[src/rtl/tri_raster_scan.sv]
// tri_raster_scan
// Scan controller that sits in front of the point-in-triangle test stage.
// It latches a triangle on start and computes the triangle's bounding box,
// clipped to the screen. It then walks that box row-major on Px/Py and
// collects the stage's verdict, which arrives one cycle late. Each
// (x, y, inside) result is handed downstream over a valid/ready handshake.
//
// Ports
//   CLOCK_50, RESET_N      clock, async active-low reset
//   start, t_p1x..t_p3y    triangle request (sampled only when idle)
//   p1x..p3y               latched triangle to the test stage
//   Px, Py                 candidate pixel to the test stage
//   saida                  test stage verdict for the previous cycle's Px/Py
//   pix_valid/ready/x/y/inside  pixel result handshake
//   busy, done, inside_cnt status
//
// state  | meaning
// IDLE   | waiting for start
// BBOX   | compute clipped bounding box, seed Px/Py
// SETTLE | Px/Py stable, test stage registers its verdict
// EMIT   | verdict valid, present/retire current pixel
// FIN    | one-cycle done pulse
module tri_raster_scan #(
    parameter int CW          = 11,
    parameter int H_RES       = 640,
    parameter int V_RES       = 480,
    parameter int ONLY_INSIDE = 0,
    parameter int NW          = 20
) (
    input  logic          CLOCK_50,
    input  logic          RESET_N,
    input  logic          start,
    input  logic [CW-1:0] t_p1x,
    input  logic [CW-1:0] t_p1y,
    input  logic [CW-1:0] t_p2x,
    input  logic [CW-1:0] t_p2y,
    input  logic [CW-1:0] t_p3x,
    input  logic [CW-1:0] t_p3y,
    output logic [CW-1:0] p1x,
    output logic [CW-1:0] p1y,
    output logic [CW-1:0] p2x,
    output logic [CW-1:0] p2y,
    output logic [CW-1:0] p3x,
    output logic [CW-1:0] p3y,
    output logic [CW-1:0] Px,
    output logic [CW-1:0] Py,
    input  logic          saida,
    output logic          pix_valid,
    input  logic          pix_ready,
    output logic [CW-1:0] pix_x,
    output logic [CW-1:0] pix_y,
    output logic          pix_inside,
    output logic          busy,
    output logic          done,
    output logic [NW-1:0] inside_cnt
);

    typedef enum logic [2:0] {S_IDLE, S_BBOX, S_SETTLE, S_EMIT, S_FIN} state_t;

    localparam logic [CW-1:0] X_LAST = CW'(H_RES - 1);
    localparam logic [CW-1:0] Y_LAST = CW'(V_RES - 1);
    // One bit wider so the screen size itself is representable for the empty test.
    localparam logic [CW:0]   H_LIM  = (CW+1)'(H_RES);
    localparam logic [CW:0]   V_LIM  = (CW+1)'(V_RES);

    state_t        state_q, state_d;
    logic [CW-1:0] p1x_q, p1y_q, p2x_q, p2y_q, p3x_q, p3y_q;
    logic [CW-1:0] p1x_d, p1y_d, p2x_d, p2y_d, p3x_d, p3y_d;
    logic [CW-1:0] px_q, py_q, px_d, py_d;
    logic [CW-1:0] xmin_q, xmax_q, ymin_q, ymax_q;
    logic [CW-1:0] xmin_d, xmax_d, ymin_d, ymax_d;
    logic          busy_q, busy_d;
    logic [NW-1:0] cnt_q, cnt_d;

    logic [CW-1:0] bx_min, bx_max, by_min, by_max;
    logic          retire;

    function automatic logic [CW-1:0] min3(input logic [CW-1:0] a, b, c);
        logic [CW-1:0] m;
        m = (a < b) ? a : b;
        return (c < m) ? c : m;
    endfunction

    function automatic logic [CW-1:0] max3(input logic [CW-1:0] a, b, c);
        logic [CW-1:0] m;
        m = (a > b) ? a : b;
        return (c > m) ? c : m;
    endfunction

    always_comb begin
        bx_min = min3(p1x_q, p2x_q, p3x_q);
        bx_max = max3(p1x_q, p2x_q, p3x_q);
        by_min = min3(p1y_q, p2y_q, p3y_q);
        by_max = max3(p1y_q, p2y_q, p3y_q);
    end

    always_comb begin
        state_d    = state_q;
        p1x_d      = p1x_q;
        p1y_d      = p1y_q;
        p2x_d      = p2x_q;
        p2y_d      = p2y_q;
        p3x_d      = p3x_q;
        p3y_d      = p3y_q;
        px_d       = px_q;
        py_d       = py_q;
        xmin_d     = xmin_q;
        xmax_d     = xmax_q;
        ymin_d     = ymin_q;
        ymax_d     = ymax_q;
        busy_d     = busy_q;
        cnt_d      = cnt_q;
        pix_valid  = 1'b0;
        pix_inside = 1'b0;
        done       = 1'b0;
        retire     = 1'b0;

        case (state_q)
            S_IDLE: begin
                if (start) begin
                    p1x_d   = t_p1x;
                    p1y_d   = t_p1y;
                    p2x_d   = t_p2x;
                    p2y_d   = t_p2y;
                    p3x_d   = t_p3x;
                    p3y_d   = t_p3y;
                    cnt_d   = '0;
                    busy_d  = 1'b1;
                    state_d = S_BBOX;
                end
            end
            S_BBOX: begin
                xmin_d = bx_min;
                ymin_d = by_min;
                xmax_d = (bx_max > X_LAST) ? X_LAST : bx_max;
                ymax_d = (by_max > Y_LAST) ? Y_LAST : by_max;
                if (({1'b0, bx_min} >= H_LIM) || ({1'b0, by_min} >= V_LIM)) begin
                    state_d = S_FIN;
                end else begin
                    px_d    = bx_min;
                    py_d    = by_min;
                    state_d = S_SETTLE;
                end
            end
            S_SETTLE: begin
                state_d = S_EMIT;
            end
            S_EMIT: begin
                pix_valid  = (ONLY_INSIDE == 0) ? 1'b1 : saida;
                pix_inside = saida;
                // Filtered-out pixels retire without waiting on downstream.
                retire     = pix_ready | ~pix_valid;
                if (retire) begin
                    if (saida && (cnt_q != '1)) begin
                        cnt_d = cnt_q + NW'(1);
                    end
                    if (px_q == xmax_q) begin
                        if (py_q == ymax_q) begin
                            state_d = S_FIN;
                        end else begin
                            px_d    = xmin_q;
                            py_d    = py_q + CW'(1);
                            state_d = S_SETTLE;
                        end
                    end else begin
                        px_d    = px_q + CW'(1);
                        state_d = S_SETTLE;
                    end
                end
            end
            S_FIN: begin
                done    = 1'b1;
                busy_d  = 1'b0;
                state_d = S_IDLE;
            end
            default: begin
                state_d = S_IDLE;
            end
        endcase
    end

    always_ff @(posedge CLOCK_50 or negedge RESET_N) begin
        if (!RESET_N) begin
            state_q <= S_IDLE;
            p1x_q   <= '0;
            p1y_q   <= '0;
            p2x_q   <= '0;
            p2y_q   <= '0;
            p3x_q   <= '0;
            p3y_q   <= '0;
            px_q    <= '0;
            py_q    <= '0;
            xmin_q  <= '0;
            xmax_q  <= '0;
            ymin_q  <= '0;
            ymax_q  <= '0;
            busy_q  <= 1'b0;
            cnt_q   <= '0;
        end else begin
            state_q <= state_d;
            p1x_q   <= p1x_d;
            p1y_q   <= p1y_d;
            p2x_q   <= p2x_d;
            p2y_q   <= p2y_d;
            p3x_q   <= p3x_d;
            p3y_q   <= p3y_d;
            px_q    <= px_d;
            py_q    <= py_d;
            xmin_q  <= xmin_d;
            xmax_q  <= xmax_d;
            ymin_q  <= ymin_d;
            ymax_q  <= ymax_d;
            busy_q  <= busy_d;
            cnt_q   <= cnt_d;
        end
    end

    assign p1x        = p1x_q;
    assign p1y        = p1y_q;
    assign p2x        = p2x_q;
    assign p2y        = p2y_q;
    assign p3x        = p3x_q;
    assign p3y        = p3y_q;
    assign Px         = px_q;
    assign Py         = py_q;
    assign pix_x      = px_q;
    assign pix_y      = py_q;
    assign busy       = busy_q;
    assign inside_cnt = cnt_q;

endmodule

[config.mk]
export PLATFORM = sky130hd
export DESIGN_NAME = tri_raster_scan
export DESIGN_NICKNAME = d
export VERILOG_FILES = /design/src/rtl/tri_raster_scan.sv
export SDC_FILE = /design/constraint.sdc
export NUM_CORES = 1
export LEC_CHECK = 0
export ABC_AREA = 1
export CAP_MARGIN = 30
export CORE_UTILIZATION = 45
export DETAILED_ROUTE_END_ITERATION = 12
export GPL_TIMING_DRIVEN = 0
export PLACE_DENSITY = 0.72
export REMOVE_ABC_BUFFERS = 1
export SYNTH_ARGS = -nofsm -noshare
export SYNTH_HDL_FRONTEND = slang
export SYNTH_SLANG_ARGS = --single-unit
[constraint.sdc]
create_clock -name CLOCK_50 -period 7.5 [get_ports CLOCK_50]
set_input_delay 1.5 -clock CLOCK_50 [delete_from_list [all_inputs] [get_ports CLOCK_50]]
set_output_delay 1.5 -clock CLOCK_50 [all_outputs]
set_load 0.01 [all_outputs]
==> results.yml, run 1 <==
status:
  status: "finished, violations left"
  violations: "DRC"
global_routing:
  antenna_found_initial: 0
  grt_use_total_pct: 24.25
  grt.overflow.total: 0
  first_global_vias: 8293
  grt_pass1_wl_um: 42440
  grt_max_degree: 97
sta:
  worst_pin_slew_ps: 997.4
  fin_crit_sh_pct: 64.08
  tns_ps: 0
  fmax_mhz: 208.1
  maxSlewHeadroom_pct: 33.10
  rsz0062_at_grt: "false"
  hold_violations: 0
  skew_ps: 14.82
  slew_violations: 0
  finalSetupViolations: 0
  layout_min_cycle_time_ps: 4806
worst_setup_path:
  r2r-start: "p1y[10]"
  path_buf_inv: 2
  critPathLaunch: "p1y[10]"
  reg2reg_depth: 21
  cp-end-kind: "flop"
  crit_type: "reg -> reg"
  cp_common_cell: "nand2_1"
  crit_family: "simple AND/OR/NAND/NOR gates"
  required_ps: 7810
  path_max_fanout: 24
  startpoint_type: "flop"
  worstPathCellList: "ha_1 -> nand2_1 -> nor2_1 -> and2_1 -> nand2_1 -> nand3_2 -> nand2_1 -> o21ai_0 -> ha_1 -> a21oi_1 -> o31ai_1 -> a31oi_1 -> o21ai_0 -> nand2_1 -> nand2_1 -> nand2_1 -> clkinv_1 -> a211oi_2 -> nand2_1 -> o21ai_0 -> inv_1"
  max_stage_delay_ps: 440
  cp_data_arrival_time_ps: 5120
  critPathSlowestCell: "dfrtp_1"
  worst-path-stages: 21
drt:
  num_vias: 9128
  drc: 1
  ant_nets: 0
  wl_per_cell_um: 14.86
  firstDrtPassIters: 9
  drt_wl_total_um: 25760
  viasPerCell: 5.264
  drt_iter0_markers: 525
final_layout:
  drive_above_1_share_pct: 5.689
  n_fill_cell: 1934
  layout.nets: 1585
  finish.instance_area_um2: 12280
  layout_common_cells: "nand2_1 (398), clkdlybuf4s50_1 (203), o21ai_0 (167)"
  areaGrowthSynthToFinish_pct: 28.05
  final_common_cell: "nand2_1"
  antennaDiodeCount: 0
clocking:
  cts-resized-gates: 0
  root_buffer: "clkbuf_16"
  cts_sinks: 145
  postCtsSetupBuffers: 0
  clk_pin_slew_ps: 60
  clk_latency_ps: 430
  cts.htree.levels: 4
  clk_path_buf_depth: 2
  holdBufCountCts: 0
  numCtsBuffers: 17
  cts_tree: "done"
die:
  initial_core_util_pct: 45.75
  io_pins: 205
  num_rows: 53
  die_w_um: 148.0
  die_y_um: 148.0
  fp.coreArea_um2: 20960
  dieArea_um2: 21890
synth:
  async_reset_ff_share_pct: 100.0
  synth_warnings: 0
  synthCells: 1292
  syn_area_um2: 9587
  ys_seq_elements: 145
  yosys.cell_types.count: 49
  yosysSeqAreaShare_pct: 37.85
  synth_area_per_cell_um2: 7.420
  ys.flop_type: "dfrtp_1"
  synth_edf_count: 0
placement:
  port_buffers: 204
  dpl-instance-area_um2: 11700
  routabilityCongestion: 0.8644
  dpl.hpwl_um: 18960
min_path:
  hp-class: "reg -> reg"
  worstHoldStart: "xmin_q[10]"
  hold_path_depth: 2
run:
  drv_cap: 0
-- per-stage QoR --
stage,hold WS (ps),setup WS (ps),util (%),cells
floorplan,447.9,1325,-,1217
global placement,462.5,-2266,55.08,1696
detailed placement,473.2,2250,55.83,1702
CTS,487.9,2659,58.51,1733
global route,510.9,2177,58.58,1734
finish,487.4,2694,58.58,1734
-- registers in the layout (all words and copies together) (netlist names) --
| name | count |
|---|---|
| inside_cnt | 20 |
| Px | 11 |
| Py | 11 |
| p1x | 11 |
| p1y | 11 |
| p2x | 11 |
| p2y | 11 |
| p3x | 11 |
| p3y | 11 |
| xmax_q | 11 |
| xmin_q | 11 |
| ymax_q | 11 |
| state_q | 3 |
| busy | 1 |
-- path summary, 6_finish.rpt --
kind,to,slack [ps]
hold / removal,xmin_q[10],490
hold reg to reg,xmin_q[10],490
setup / recovery,ymax_q[4],2690
setup reg to reg,ymax_q[4],2690
max in group asynchronous,p3x[0],5650
min in group asynchronous,inside_cnt[7],990
-- worst reg2reg max path, cell delays in order, from the launching register on --
cell and delay [ps]:
dfrtp_1 440, ha_1 320, nand2_1 80, nor2_1 170, and2_1 180, nand2_1 80
nand3_2 300, nand2_1 420, o21ai_0 400, ha_1 310, a21oi_1 130, o31ai_1 80
a31oi_1 150, o21ai_0 100, nand2_1 60, nand2_1 70, nand2_1 260, clkinv_1 320
a211oi_2 350, nand2_1 220, o21ai_0 200, inv_1 60
-- cell usage after synthesis, types with 3 or more instances --
library cell  number  area (um2)
a21o_1             4       30.03
a21oi_1           55       275.3
a31oi_1            3       18.77
buf_2              8       40.04
buf_4             29       217.7
buf_6              4       45.04
clkbuf_1          34       127.6
dfrtp_1          145        3628
ha_1              67       838.3
inv_1            122       457.9
nand2_1          398        1494
nand2_2            6       37.54
nand2_4            3       33.78
nand3_1           32       160.2
nand3_2            4       40.04
nand4_1           37       231.5
nor2_1            45       168.9
nor2_2             5       31.28
nor3_1            17       85.08
nor3b_1            3       22.52
nor4_1             4       25.02
o211ai_1           9       67.56
o21a_1             4       30.03
o21ai_0          167       835.8
o21ai_1           16       80.08
o22ai_1            3       18.77
o31ai_1            5       37.54
or2_2             15       93.84
xnor2_1            4       35.03
xor2_1            22       192.7
-- metal layers --
| layer | part of all wire [%] | GRT usage, % | vias to the layer above |
|---|---|---|---|
| li1 | - | - | 4578 |
| met1 | 48 | 34.43 | 4225 |
| met2 | 45 | 37.63 | 296 |
| met3 | 5.8 | 4.599 | 29 |
| met4 | 1.4 | 6.598 | 0 |
| met5 | 0 | 0 | - |
-- cells by family (layout without fill, tap and decap cells) --
kind of cell / Yosys count / count (layout) / share of synthesized area (%)
compound gates: 278 / 278 / 15.74
xor+xnor: 26 / 26 / 2.375
fa+ha+maj: 67 / 67 / 8.744
buf+inv: 200 / 367 / 9.384
flops: 145 / 145 / 37.85
simple gates: 576 / 576 / 25.91
-- final cells by class --
cell class | count | area [um2] | share of cell area [%]
clock buffers | 19 | 452.9 | 3.690
clock inverters | 12 | 108.9 | 0.8868
multi-input cells | 947 | 5069 | 41.29
repair buffers | 211 | 2203 | 17.95
flip-flops and latches | 145 | 3628 | 29.56
inverters | 125 | 469.2 | 3.822
well taps | 275 | 344.1 | 2.803
Power of run 1 is left out: the tool's default activity adds up to more than one toggle a clock period on the data nets, which glitch-free logic cannot reach.
==> run 2: changes to the inputs <==
==> constraint.sdc (replaced) <==
create_clock -name CLOCK_50 -period 4.8 [get_ports CLOCK_50]
set_input_delay 0.96 -clock CLOCK_50 [delete_from_list [all_inputs] [get_ports CLOCK_50]]
set_output_delay 0.96 -clock CLOCK_50 [all_outputs]
set_load 0.01 [all_outputs]
==> results.yml, run 2 (synthesis gave the netlist of run 1 again) <==
clocking:
  clk_pin_slew_ps: 70
  cts_sinks: 145
  numCtsBuffers: 17
  clk_path_buf_depth: 2
  clk_latency_ps: 430
  cts.htree.levels: 4
  postCtsSetupBuffers: 0
  root_buffer: "clkbuf_16"
  cts_tree: "done"
drt:
  met3_length_um: 1469
  ant_nets: 0
  wl_per_cell_um: 14.85
  drt_iter0_markers: 530
  drt_wl_total_um: 25760
  drc: 1
  num_vias: 9103
  dr_wl_met2_um: 11560
  viasPerCell: 5.250
  topRoutingLayerUsed: "met4"
  wl_met1_um: 12350
  firstDrtPassIters: 9
final_layout:
  drive_above_1_share_pct: 5.963
  antennaDiodeCount: 0
  finalNonFillerCells: 1734
  largest_reg_flops: 20
  final_common_cell: "nand2_1"
  n_fill_cell: 1935
  areaGrowthSynthToFinish_pct: 28.27
  layout.nets: 1585
  layout_common_cells: "nand2_1 (395), clkdlybuf4s50_1 (203), o21ai_0 (165)"
  final_util_pct: 58.68
die:
  io_pins: 205
  initial_core_util_pct: 45.75
  fp.coreArea_um2: 20960
  dieArea_um2: 21890
  die_w_um: 148.0
  num_rows: 53
  die_y_um: 148.0
sta:
  fin_crit_sh_pct: 90.46
  hold_violations: 0
  rsz0062_at_grt: "false"
  fmax_mhz: 230.3
  layout_min_cycle_time_ps: 4342
  worst_pin_slew_ps: 1011
  slew_violations: 0
  maxSlewHeadroom_pct: 32.21
  finalSetupViolations: 0
  skew_ps: 13.97
global_routing:
  grt_use_total_pct: 24.25
  grt_pass1_wl_um: 42440
  grt_max_degree: 97
  first_global_vias: 8293
  antenna_found_initial: 0
  grt.overflow.total: 0
worst_setup_path:
  crit_type: "reg -> reg"
  cp-end-kind: "flop"
  cp_data_arrival_time_ps: 4660
  required_ps: 5120
  startpoint_type: "flop"
  reg2reg_depth: 24
  path_max_fanout: 25
placement:
  dpl.hpwl_um: 18960
  routabilityCongestion: 0.8644
  port_buffers: 204
  dp_cells: 1702
run:
  drv_cap: 0
status:
  violations: "DRC"
  status: "finished, violations left"
min_path:
  hp-class: "in -> async"
-- run 2: changes by cell type in the layout (fill, tap and decap cells not counted), moves of 2 or more --
cell,before,now
o21ai_1,16,18
o21ai_0,167,165
nand2_2,6,9
nand2_1,398,395
-- run 2: cell type report --
cell class | count | area, um2 | share of cell area (%)
Clock buffer | 19 | 452.9 | 3.683
Clock inverter | 12 | 108.9 | 0.8852
Inverter | 125 | 475.5 | 3.867
Multi-Input combinational cell | 947 | 5084 | 41.34
Sequential cell | 145 | 3628 | 29.51
Tap cell | 275 | 344.1 | 2.798
Timing Repair Buffer | 211 | 2203 | 17.92
-- run 2: worst paths after layout --
| check | from | endpoint | slack [ps] |
|---|---|---|---|
| min | RESET_N | inside_cnt[7] | 450 |
| max reg2reg | p2x[6] | Py[5] | 460 |
| min in group CLOCK_50 | xmin_q[3] | xmin_q[3] | 490 |
| max | p2x[6] | Py[5] | 460 |
| max in group asynchronous | RESET_N | p3x[0] | 3490 |
| min reg2reg | xmin_q[3] | xmin_q[3] | 490 |
-- run 2: through the flow --
| stage | hold WS, ps | setup slack [ps] | setup TNS (ps) | cell area (um2) |
|---|---|---|---|---|
| 2_1_floorplan | 447.9 | -1375 | -54280 | 9156 |
| 3_3_place_gp | 462.5 | -4966 | -755020 | 11540 |
| 3_5_place_dp | 473.2 | 62.44 | 0 | 11700 |
| 4_1_cts | 478.5 | 18.87 | 0 | 12260 |
| 5_1_grt | 493.7 | 55.49 | 0 | 12300 |
| 6_report | 452.5 | 457.9 | 0 | 12300 |
-- run 2: critical path, cell delays in order, from the launching register on --
cell     delay [ps]
dfrtp_1         390
inv_1           140
ha_1            270
nand2_1          90
inv_1            40
nand2_1          50
nand2_1          50
nand2_1         120
nand3_4         220
o21ai_0         390
inv_1            80
ha_1            310
nand4_1         140
nor3_1          200
nand2_2         110
nand2_2         270
nand2_1          80
nand2_1         140
nand2_1          70
nand2_1         130
nand3_2         120
nand2_4         270
nand3_2         300
nand2_1         160
nand2_1          60
-- run 2: timing repair --
item	4_1_cts	5_1_grt
endpoints found under the setup margin	0	25
hold endpoints to repair	0	0
resized for setup	0	9
hold buffers	0	0
-- run 2: per-layer routing --
layer	GRT usage [%]	up-vias
met5	0	-
met4	6.598	0
met3	4.599	31
met2	37.63	280
met1	34.43	4216
li1	-	4576
Power of run 2 is left out for the same reason.
==> run 3: changes to the inputs <==
--- a/config.mk
+++ b/config.mk
@@ -8,10 +8,13 @@
 export ABC_AREA = 1
 export CAP_MARGIN = 30
 export CORE_UTILIZATION = 45
+export CTS_CLUSTER_DIAMETER = 120
 export DETAILED_ROUTE_END_ITERATION = 12
 export GPL_TIMING_DRIVEN = 0
 export PLACE_DENSITY = 0.72
+export RECOVER_POWER = 50
 export REMOVE_ABC_BUFFERS = 1
+export SLEW_MARGIN = 20
 export SYNTH_ARGS = -nofsm -noshare
 export SYNTH_HDL_FRONTEND = slang
 export SYNTH_SLANG_ARGS = --single-unit
==> results.yml, run 3 (synthesis gave the netlist of run 1 again) <==
sta:
  hold_violations: 0
  rsz0062_at_grt: "false"
  finalSetupViolations: 0
  fmax_mhz: 226.2
  skew_ps: 10.60
  worst_pin_slew_ps: 2645
  fin_crit_sh_pct: 92.10
  slew_violations: 51
  layout_min_cycle_time_ps: 4421
  maxSlewHeadroom_pct: -76.32
clocking:
  root_buffer: "clkbuf_16"
  holdBufCountCts: 0
  numCtsBuffers: 17
  cts_tree: "done"
  postCtsSetupBuffers: 0
  cts_sinks: 145
  cts.htree.levels: 4
  cts-resized-gates: 0
  clk_latency_ps: 430
  clk_pin_slew_ps: 60
  clk_path_buf_depth: 2
drt:
  viasPerCell: 5.299
  num_vias: 9204
  drt_wl_total_um: 26100
  firstDrtPassIters: 10
  drc: 1
  drt_iter0_markers: 623
  ant_nets: 0
  wl_per_cell_um: 15.03
die:
  die_y_um: 148.0
  io_pins: 205
  die_w_um: 148.0
  dieArea_um2: 21890
  initial_core_util_pct: 45.75
  num_rows: 53
  fp.coreArea_um2: 20960
global_routing:
  antenna_found_initial: 0
  grt_pass1_wl_um: 42800
  grt_use_total_pct: 24.45
  grt.overflow.total: 0
  first_global_vias: 8352
  grt_max_degree: 97
worst_setup_path:
  reg2reg_slack_ps: 390
  path_max_fanout: 20
  cp-end-kind: "output pin"
  cp_data_arrival_time_ps: 3460
  startpoint_type: "flop"
  reg2reg_depth: 24
  crit_type: "reg -> out"
  required_ps: 3840
final_layout:
  layout_common_cells: "nand2_1 (394), o21ai_0 (165), dfrtp_1 (145)"
  final_common_cell: "nand2_1"
  multiInputGateArea_um2: 5089
  areaGrowthSynthToFinish_pct: 28.40
  regArea_um2: 3628
  largest_reg_flops: 20
  finish.instance_area_um2: 12310
  n_fill_cell: 1953
  layout.nets: 1587
  drive_above_1_share_pct: 5.882
  antennaDiodeCount: 0
min_path:
  hp-class: "reg -> reg"
  hold_path_depth: 2
placement:
  routabilityCongestion: 0.8644
  port_buffers: 204
  dpl.hpwl_um: 19400
  dpl-instance-area_um2: 11750
status:
  status: "finished, violations left"
  violations: "DRC, capacitance limit, slew limit"
run:
  drv_cap: 2
## run 3: cell types whose count changed in the layout (fill, tap and decap cells not counted), moves of 2 or more
| cell | change |
|---|---|
| nor2_2 | -2 |
| clkinvlp_4 | -2 |
| dlygate4sd3_1 | +63 |
| inv_6 | -3 |
| clkbuf_1 | +4 |
| clkinv_4 | +5 |
| clkdlybuf4s50_1 | -63 |
## run 3: through the flow
stage | utilization, % | TNS [ps] | hold slack (ps) | instances | worst slack, ps
after floorplan | - | -54280 | 447.9 | 1217 | -1375
after global placement | 55.08 | -755020 | 462.5 | 1696 | -4966
after detailed placement | 56.05 | 0 | 472.3 | 1703 | 96.44
after CTS | 58.83 | 0 | 433.8 | 1735 | 4.340
after global routing | 58.74 | 0 | 520.9 | 1737 | 16.91
final | 58.74 | 0 | 485.7 | 1737 | 379.3
## run 3: cell type report
type / instances / share of cell area (%)
clock inverter: 12 / 1.108
tap: 275 / 2.795
inverter: 125 / 3.842
sequential: 145 / 29.48
timing repair buffer: 213 / 17.81
multi-input combinational: 947 / 41.34
clock buffer: 20 / 3.629
## run 3: critical path: stages, from the launching register on
cell	delay (ps)
dfrtp_1	390
nor2_1	100
inv_1	100
nor2_1	1120
inv_2	460
nor2_1	280
clkdlybuf4s50_1	570
## run 3: per-layer routing
layer	vias up	GRT usage [%]	part of all wire, %	routed length, um
li1	4580	-	-	-
met1	4319	34.67	47	12350
met2	271	38.59	46	12090
met3	34	3.765	4.9	1280
met4	0	6.753	1.4	376
met5	-	0	0	0
## run 3: worst paths after layout
check,startpoint,to
max,state_q[2],pix_inside
min reg2reg,xmax_q[10],xmax_q[10]
min in group asynchronous,RESET_N,inside_cnt[7]
max reg2reg,p2x[6],Px[2]
max in group asynchronous,RESET_N,p1x[5]
min,xmax_q[10],xmax_q[10]
Power of run 3 is left out for the same reason.
